## src/rtl/exc_sequencer.sv

```systemverilog
// exc_sequencer
//   Exception/interrupt sequencer for the single-cycle MIPS core. Captures the
//   four exception sources into sticky pending bits, picks one by fixed
//   priority, steers the PC to the handler, saves the return address and
//   returns on RFE with a one-cycle clear pulse to the serviced source.
//
// Ports
//   clk      in   system clock, all state on the rising edge
//   reset    in   synchronous active-high reset
//   irq      in   [0]=syscall [1]=invalid [2]=overflow [3]=ext_int
//   mask_we  in   mask register write enable
//   mask_d   in   new mask value (1 = source enabled)
//   rfe      in   current instruction is RFE
//   pc       in   address of the instruction executing this cycle
//   pc_sel   out  0 = datapath next-PC, 1 = HANDLER_VEC, 2 = epc
//   kill     out  suppress regwrite/memwrite/multien this cycle
//   epc      out  saved return address
//   cause    out  ID of the source being serviced
//   busy     out  handler in progress (ENTER or HANDLER)
//   ack      out  one-hot clear pulse to the serviced source
//   pending  out  sticky pending bits
//
// state    | meaning
// ---------+----------------------------------------------------------
// S_IDLE   | normal execution, waiting for an eligible source
// S_ENTER  | one cycle: kill current instr, redirect to handler, save pc
// S_HANDLER| handler running; leaves on rfe with an ack to the source

module exc_sequencer #(
  parameter logic [31:0] HANDLER_VEC = 32'h0000_0100,
  parameter logic [3:0]  RESET_MASK  = 4'b1111
) (
  input  logic        clk,
  input  logic        reset,
  input  logic [3:0]  irq,
  input  logic        mask_we,
  input  logic [3:0]  mask_d,
  input  logic        rfe,
  input  logic [31:0] pc,
  output logic [1:0]  pc_sel,
  output logic        kill,
  output logic [31:0] epc,
  output logic [1:0]  cause,
  output logic        busy,
  output logic [3:0]  ack,
  output logic [3:0]  pending
);

  typedef enum logic [1:0] {
    S_IDLE    = 2'd0,
    S_ENTER   = 2'd1,
    S_HANDLER = 2'd2
  } state_e;

  localparam logic [1:0] SEL_NEXT = 2'd0;
  localparam logic [1:0] SEL_VEC  = 2'd1;
  localparam logic [1:0] SEL_EPC  = 2'd2;

  state_e      state_q;
  logic [3:0]  mask_q;
  logic [3:0]  pending_q;
  logic [3:0]  pending_d;
  logic [31:0] epc_q;
  logic [1:0]  cause_q;

  logic [3:0]  eligible;
  logic        any_eligible;
  logic [1:0]  winner_id;
  logic        returning;
  logic [3:0]  ack_w;

  // The handler address itself is applied by the PC-next mux when
  // pc_sel selects it; the sequencer only drives the select.
  logic [31:0] unused_handler_vec;
  assign unused_handler_vec = HANDLER_VEC;

  // Fixed priority: lowest index wins.
  always_comb begin
    eligible     = pending_q & mask_q;
    any_eligible = |eligible;
    winner_id    = 2'd0;
    if (eligible[0])      winner_id = 2'd0;
    else if (eligible[1]) winner_id = 2'd1;
    else if (eligible[2]) winner_id = 2'd2;
    else if (eligible[3]) winner_id = 2'd3;
  end

  // Reset gates the decoded outputs so a handler cut short by reset never
  // acks its source, even if rfe happens to be high in that cycle.
  assign returning = (state_q == S_HANDLER) && rfe && !reset;
  assign ack_w     = returning ? (4'b0001 << cause_q) : 4'b0000;

  // Clear first, then set: a source re-asserted in the ack cycle stays pending.
  assign pending_d = (pending_q & ~ack_w) | irq;

  always_ff @(posedge clk) begin
    if (reset) begin
      state_q   <= S_IDLE;
      mask_q    <= RESET_MASK;
      pending_q <= 4'b0000;
      epc_q     <= 32'h0000_0000;
      cause_q   <= 2'd0;
    end else begin
      pending_q <= pending_d;
      if (mask_we) begin
        mask_q <= mask_d;
      end
      case (state_q)
        S_IDLE: begin
          if (any_eligible) begin
            cause_q <= winner_id;
            state_q <= S_ENTER;
          end
        end
        S_ENTER: begin
          epc_q   <= pc;
          state_q <= S_HANDLER;
        end
        S_HANDLER: begin
          if (rfe) begin
            state_q <= S_IDLE;
          end
        end
        default: begin
          state_q <= S_IDLE;
        end
      endcase
    end
  end

  always_comb begin
    pc_sel = SEL_NEXT;
    kill   = 1'b0;
    busy   = 1'b0;
    if (!reset) begin
      case (state_q)
        S_ENTER: begin
          pc_sel = SEL_VEC;
          kill   = 1'b1;
          busy   = 1'b1;
        end
        S_HANDLER: begin
          busy = 1'b1;
          if (rfe) begin
            pc_sel = SEL_EPC;
          end
        end
        default: begin
          pc_sel = SEL_NEXT;
        end
      endcase
    end
  end

  assign ack     = ack_w;
  assign epc     = epc_q;
  assign cause   = cause_q;
  assign pending = pending_q;

endmodule

```

## config.mk

```make
export PLATFORM = sky130hd
export DESIGN_NAME = exc_sequencer
export DESIGN_NICKNAME = d
export VERILOG_FILES = /design/src/rtl/exc_sequencer.sv
export SDC_FILE = /design/constraint.sdc
export NUM_CORES = 1
export LEC_CHECK = 0
export ABC_AREA = 0
export BUFFER_PORTS_ARGS = -buffer_cell sky130_fd_sc_hd__buf_2
export CORE_ASPECT_RATIO = 0.9
export CORE_MARGIN = 10
export CORE_UTILIZATION = 35
export DETAILED_ROUTE_END_ITERATION = 10
export SLEW_MARGIN = 0
export SYNTH_ARGS = -nofsm -noshare
export SYNTH_HDL_FRONTEND = slang
export SYNTH_SLANG_ARGS = --single-unit
```

## constraint.sdc

```tcl
create_clock -name clk -period 1.9 [get_ports clk]
set_input_delay 0.19 -clock clk [delete_from_list [all_inputs] [get_ports clk]]
set_output_delay 0.19 -clock clk [all_outputs]
set_load 0.05 [all_outputs]
```

==> results_tabular.tex, run 1 <==
\begin{tabular}{lr}
\hline
Metric & Value \\
\hline
\multicolumn{2}{l}{\textbf{Setup path}} \\
Critical path capture point type & primary output \\
Worst setup path start & state\_q[0] \\
Worst setup path class & reg -> out \\
Launching element type of the critical path & flop \\
CP arrival & 1.61 ns \\
Required time of the critical path & 1.71 ns \\
Largest fanout of any net on the critical path & 3 \\
Crit Reg-Reg Startpoint & state\_q[1] \\
\multicolumn{2}{l}{\textbf{Floorplanning}} \\
Number of top-level pins & 90 \\
Die area & just over 0.008 mm2 \\
Floorplan row count & 24 \\
Width of the die & 94.3 um \\
Effective utilization at floorplan & roughly 36\% \\
Area of the core & roughly 0.0048 mm2 \\
Die outline height & about 87 um \\
\multicolumn{2}{l}{\textbf{Finish}} \\
Nets@finish & just over 300 \\
Combined area of the multi-input logic cells & roughly 800 um2 \\
Area used by sequential logic in the layout & around 880 um2 \\
Diodes inserted & 0 \\
Share of cells above drive strength 1 & 41.4\% \\
Most frequent standard cell in the layout excluding fill and tap cells & buf\_2 \\
Post-route cell area & 0.00239 mm2 \\
Filler instances & 483 \\
Commonest non-fill, non-tap cells in the layout & buf\_2 (88), dfxtp\_1 (44), nor2\_1 (37), mux2i\_1 (33), clkbuf\_8 (7) \\
Synth-to-Final Area Change & 37.1\% \\
\multicolumn{2}{l}{\textbf{Yosys}} \\
Synthesis-stage register bit count & 44 \\
Post-synthesis instance area & 0.00174 mm2 \\
Count of cell types in the netlist & 26 \\
Total nets after synthesis & between 200 and 250 \\
Dominant register cell in the synthesized netlist & dfxtp\_1 \\
Async S/R FF share, synth & 0\% \\
Number of synthesized flops with an enable pin & 0 \\
Portion of the post-synthesis area used by sequential elements & 50.6\% \\
Warnings, synthesis & 0 \\
Cell count after synthesis & 173 \\
Average cell area after synthesis & 10.1 um2 \\
\multicolumn{2}{l}{\textbf{Power and ir drop}} \\
Internal Power & 1.66 mW \\
Pwr/cell area & 1100 mW/mm2 \\
Proportion of total power due to net switching & 36.9\% \\
NetSw & 0.967 mW \\
Sequential power share & 41.6\% \\
IR drop worst, VDD & 428 uV \\
Leakage dissipation & roughly 1.2 nW \\
Relative contribution of combinational cells to total power & 35.3\% \\
Final Total Pwr & 2.62 mW \\
Clock power share & 23.1\% \\
\multicolumn{2}{l}{\textbf{Routing}} \\
Total wire length after detailed routing & roughly 4400 um \\
Detail Route met3 WL & 508 um \\
Drt first-iter violations & 58 \\
M1 WL & 1940 um \\
Top layer in use & met4 \\
Number of nets with antenna violations after detailed routing & 0 \\
DRC & 0 \\
Detail Route met2 WL & 1890 um \\
Count of TritonRoute iterations in the first routing pass & 4 \\
Mean number of vias per cell & 4.49 \\
Count of vias placed by the detailed router & 1474 \\
Avg WL per Cell & 13.3 um \\
\multicolumn{2}{l}{\textbf{Global routing}} \\
Overall Global Routing Usage & 10.5\% \\
Overflow after GRT & 0 \\
First-pass GRT wire length & 7070 um \\
Via count of the first global-routing pass & 1519 \\
Pin count of the biggest net entering global routing & 29 \\
Antenna violations before repair & 0 \\
\multicolumn{2}{l}{\textbf{STA}} \\
Worst Clk Skew & 0.00438 ns \\
Total count of max-transition violations in the final report & 0 \\
Smallest hold slack & 0.103 ns \\
Final hold vios & 0 \\
Fmax & $\sim$560 MHz \\
Setup repair after global routing missed its margin & false \\
Transition time of the tightest slew-check pin & between 0.3 and 0.4 ns \\
Final setup violation count & 0 \\
Share of the clock period used by the worst path & 94.7\% \\
Final sum of negative setup slack & 0 ns \\
Min cycle time layout & 1.80 ns \\
Worst max-slew margin expressed relative to the limit & 79.5\% \\
\multicolumn{2}{l}{\textbf{Clocking}} \\
Clock tree from TritonCTS & yes \\
Number of buffers created by CTS & 5 \\
Num Clock Sinks & 44 \\
Maximum count of clock buffers along a single path & 2 \\
Deepest level of the CTS H-tree & 2 \\
Buffer type at the clock tree root & clkbuf\_8 \\
Number of buffers inserted to repair setup after CTS & 0 \\
Clock-pin slew on the worst setup and hold paths & 0.08 ns \\
Worst-skew pair later-pin latency & around 0.28 ns \\
\multicolumn{2}{l}{\textbf{Placed design}} \\
Dpl hpwl & 3430 um \\
Count of buffers from port buffering & 89 \\
Dpl cell area & around 0.0023 mm2 \\
Global placement routability congestion & 0.783 \\
\multicolumn{2}{l}{\textbf{Min path}} \\
Worst min path class & in -> reg \\
Worst hold start & mask\_d[2] \\
\multicolumn{2}{l}{\textbf{Run}} \\
Number of maximum-capacitance violations & 0 \\
\multicolumn{2}{l}{\textbf{Status}} \\
Run status & complete, no violations \\
\hline
\end{tabular}
==> worst paths after layout <==
kind                     to  slack [ns]  cells after the start
hold reg to reg      epc[2]        0.49                      2
setup reg to reg    epc[11]        0.44                      5
setup / recovery     ack[0]        0.10                      6
hold / removal    mask_q[2]        0.10                      2
==> metal layers <==
layer  up-vias  global-route usage, %
li1        759                      -
met1       646                   12.2
met3         5                   6.03
met2        64                   16.2
met4         0                   2.90
met5         -                      0
==> cell families after synthesis <==
family | share of synthesized area, %
buffers and inverters | 4.89
DFF | 50.6
muxes | 19.0
AOI/OAI and AO/OA | 8.05
and+or+nand+nor | 14.6
adders and majority gates | 2.88
==> cells in the mapped netlist (2+ instances only) <==
library cell	count	area share, %
a211o_1	4	2.0
a21oi_1	5	1.4
a22o_1	2	1.0
buf_2	5	1.4
buf_4	4	1.7
dfxtp_1	44	51
ha_1	4	2.9
inv_1	7	1.5
mux2i_1	33	19
nand2_1	2	0.43
nand2b_1	3	1.1
nor2_1	37	8.0
nor2b_1	8	2.9
o21ai_0	3	0.86
==> registers in the layout, indices dropped and copies added, names as in the netlist <==
signal	flops
mask_q	4
epc	32
state_q	2
pending	4
cause	2
==> critical path, stage by stage, from the launching register on <==
cell     delay, ns
dfxtp_1       0.34
inv_2         0.07
ha_2          0.18
nand2_1       0.07
or4_4         0.43
inv_1         0.08
buf_6         0.15
==> layout make-up <==
type | instances | area share [%]
flip-flops and latches | 44 | 36.9
multi-input cells | 112 | 33.8
repair buffers | 93 | 20.7
clock buffers | 7 | 4.04
well taps | 65 | 3.41
inverters | 7 | 1.10
==> power groups by stage <==
| stage | clock network (mW) | registers, mW | logic (mW) |
|---|---|---|---|
| global route | 0.669 | 1.11 | 0.995 |
| CTS | 0.640 | 1.09 | 0.940 |
| floorplan | 0 | 1.43 | 0.393 |
| finish | 0.606 | 1.09 | 0.925 |
| global placement | 0 | 1.11 | 0.932 |
| detailed placement | 0 | 1.11 | 0.937 |
==> through the flow <==
stage	instances	utilization (%)	worst slack (ns)
2_1_floorplan	173	-	0.0197
3_3_place_gp	321	47.2	0.308
3_5_place_dp	321	47.2	0.298
4_1_cts	328	49.2	0.0278
5_1_grt	328	49.4	0.0107
6_report	328	49.4	0.102
==> what timing repair did <==
item                       CTS  global route
hold buffers                 0             0
setup endpoints to repair    1             2
gates resized for setup      1             3
Note: power is estimated with default switching activity, not from simulation.
==> run 2, diff against run 1 <==
CORE_MARGIN = 3   (was 10)
CTS_BUF_LIST = sky130_fd_sc_hd__clkbuf_4 sky130_fd_sc_hd__clkbuf_8   (was not set)
SLEW_MARGIN = not set   (was 0)
==> results_tabular.tex, run 2 (synthesis gave the netlist of run 1 again) <==
\begin{tabular}{lr}
\hline
Metric & Value \\
\hline
\multicolumn{2}{l}{\textbf{Finish}} \\
Synth-to-Final Area Change & 36.7\% \\
Filler instances & 441 (-8.7\%) \\
Nets@finish & 312 (+0.32\%) \\
Diodes inserted & 0 (unchanged) \\
Finished Layout Cells & 327 (-0.30\%) \\
Post-route cell area & 0.00238 mm2 (-0.26\%) \\
Share of cells above drive strength 1 & 41.9\% (+0.44 points) \\
Commonest non-fill, non-tap cells in the layout & buf\_2 (87), dfxtp\_1 (43), nor2\_1 (37), mux2i\_1 (33) \\
Max FFs per register & 32 (unchanged) \\
Most frequent standard cell in the layout excluding fill and tap cells & buf\_2 \\
\multicolumn{2}{l}{\textbf{Global routing}} \\
Met2 Resource Use GR & 20.3\% (+4.1 points) \\
Fraction of met3 tracks used by global routing & 4.57\% (-1.5 points) \\
Layer with the highest usage & met2 \\
Pin count of the biggest net entering global routing & 26 (-10\%) \\
Overflow after GRT & 0 (unchanged) \\
Overall Global Routing Usage & 13.6\% (+3.1 points) \\
Antenna violations before repair & 0 (unchanged) \\
Via count of the first global-routing pass & 1339 (-12\%) \\
First-pass GRT wire length & 6070 um (-14\%) \\
Met1 Resource Use GR & 17.3\% (+5.1 points) \\
\multicolumn{2}{l}{\textbf{STA}} \\
Final setup violation count & 0 (unchanged) \\
Transition time of the tightest slew-check pin & 0.329 ns (+0.0211 ns) \\
Worst Clk Skew & 0.00398 ns (-0.000402 ns) \\
Share of the clock period used by the worst path & 94.9\% (+0.26 points) \\
Smallest hold slack & 0.0924 ns (-0.0107 ns) \\
Final sum of negative setup slack & 0 ns (unchanged) \\
Final hold vios & 0 (unchanged) \\
Fmax & 555 MHz (-0.27\%) \\
Min cycle time layout & 1.80 ns (+0.00495 ns) \\
Total count of max-transition violations in the final report & 0 (unchanged) \\
Setup repair after global routing missed its margin & false \\
Worst max-slew margin expressed relative to the limit & 78.1\% (-1.4 points) \\
\multicolumn{2}{l}{\textbf{Clocking}} \\
Clock-pin slew on the worst setup and hold paths & 0.08 ns (about the same) \\
Buffer type at the clock tree root & clkbuf\_8 \\
Num Clock Sinks & 44 (unchanged) \\
Worst-skew pair later-pin latency & 0.29 ns (about the same) \\
Clock tree from TritonCTS & yes \\
Number of buffers created by CTS & 5 (unchanged) \\
Deepest level of the CTS H-tree & 2 (unchanged) \\
Maximum count of clock buffers along a single path & 2 (unchanged) \\
\multicolumn{2}{l}{\textbf{Setup path}} \\
CP arrival & 1.61 ns (about the same) \\
Launching element type of the critical path & flop \\
Worst setup path class & reg -> out \\
Required time of the critical path & 1.71 ns (about the same) \\
Critical path capture point type & primary output \\
Register-to-register setup slack & 0.54 ns (+0.10 ns) \\
Largest fanout of any net on the critical path & 3 (unchanged) \\
\multicolumn{2}{l}{\textbf{Power and ir drop}} \\
Clock power share & 23.5\% (+0.4 points) \\
Pwr/cell area & 1100 mW/mm2 (+0.24\%) \\
Sequential power share & 41.8\% (+0.2 points) \\
Relative contribution of combinational cells to total power & 34.7\% (-0.6 points) \\
Proportion of total power due to net switching & 37.7\% (+0.79 points) \\
Leakage dissipation & 1.16 nW (about the same) \\
NetSw & 0.988 mW (+2.1\%) \\
IR drop worst, VDD & 555 uV (+30\%) \\
Internal Power & 1.63 mW (-1.3\%) \\
\multicolumn{2}{l}{\textbf{Floorplanning}} \\
Number of top-level pins & 90 (unchanged) \\
Die outline height & 72.9 um (-16\%) \\
Area of the core & 0.00463 mm2 (-4.2\%) \\
Die area & 0.00586 mm2 (-29\%) \\
Width of the die & 80.3 um (-15\%) \\
Effective utilization at floorplan & 37.6\% (+1.6 points) \\
Floorplan row count & 23 (-4.2\%) \\
\multicolumn{2}{l}{\textbf{Run}} \\
Number of maximum-capacitance violations & 0 (unchanged) \\
\multicolumn{2}{l}{\textbf{Status}} \\
Run status & complete, no violations \\
\multicolumn{2}{l}{\textbf{Placed design}} \\
Global placement routability congestion & 0.719 (-8.2\%) \\
Dpl cell area & 0.00227 mm2 (-0.38\%) \\
Dpl hpwl & 3060 um (-11\%) \\
Placed Instances & 319 (-0.62\%) \\
Count of buffers from port buffering & 89 (unchanged) \\
\multicolumn{2}{l}{\textbf{Min path}} \\
Worst min path class & in -> reg \\
\multicolumn{2}{l}{\textbf{Routing}} \\
Mean number of vias per cell & 4.50 (about the same) \\
DRC & 0 (unchanged) \\
Number of nets with antenna violations after detailed routing & 0 (unchanged) \\
Count of TritonRoute iterations in the first routing pass & 4 (unchanged) \\
Count of vias placed by the detailed router & 1470 (-0.27\%) \\
Total wire length after detailed routing & 4000 um (-8.5\%) \\
Drt first-iter violations & 21 (-64\%) \\
Avg WL per Cell & 12.2 um (-8.3\%) \\
\hline
\end{tabular}
==> run 2: changes by cell type in the layout (fill, tap and decap cells not counted) <==
cell,delta
buf_12,-1
buf_2,-1
buf_4,+2
clkbuf_4,+2
clkbuf_8,-1
clkinvlp_4,+1
dfxtp_1,-1
dfxtp_2,+1
ha_1,+1
ha_2,-1
==> run 2: path summary, 6_finish.rpt <==
| check | start | end | depth (start not counted) |
|---|---|---|---|
| worst min-delay path | mask_d[3] | mask_q[3] | 2 |
| worst max-delay path | state_q[0] | ack[0] | 6 |
| worst min register to register | epc[16] | epc[16] | 2 |
| worst max register to register | state_q[0] | pending[0] | 6 |
==> run 2: power by group through the flow <==
stage / combinational [mW] / clock, mW / sequential [mW]
floorplan: 0.393 / 0 / 1.43
global placement: 0.915 / 0 / 1.11
detailed placement: 0.918 / 0 / 1.12
CTS: 0.920 / 0.648 / 1.09
global route: 0.974 / 0.679 / 1.11
finish: 0.910 / 0.617 / 1.10
==> run 2: metrics by stage <==
stage | setup WS [ns] | power [mW] | utilization, %
floorplan | 0.0197 | 1.83 | -
CTS | 0.0108 | 2.66 | 51.2
detailed placement | 0.294 | 2.03 | 49.0
finish | 0.0966 | 2.62 | 51.4
global route | 0.0162 | 2.76 | 51.4
global placement | 0.314 | 2.03 | 49.0
==> run 2: timing repair <==
| item | 4_1_cts | 5_1_grt |
|---|---|---|
| setup buffers | 0 | 0 |
| hold buffers | 0 | 0 |
| endpoints found under the setup margin | 1 | 2 |
| cloned | 0 | 0 |
| resized for setup | 1 | 4 |
==> run 2: cell type report <==
class | instances | area (um2) | area share, %
clock buffers | 7 | 90.1 | 3.79
clock inverters | 1 | 7.51 | 0.315
inverters | 7 | 26.3 | 1.10
multi-input cells | 112 | 805 | 33.8
flip-flops and latches | 44 | 882 | 37.1
well taps | 62 | 77.6 | 3.26
repair buffers | 94 | 492 | 20.7
==> run 2: metal layers <==
metal	routed length [um]	vias to the layer above	part of all wire, %
li1	-	762	-
met1	1870	637	47
met5	0	-	0
met3	375	8	9.4
met4	85	0	2.1
met2	1670	63	42
==> run 2: worst max-delay path, cell delays in order (launching register included) <==
cell,delay (ns)
dfxtp_2,0.34
inv_2,0.06
ha_1,0.17
nand2_1,0.07
or4_4,0.43
inv_1,0.08
buf_6,0.15
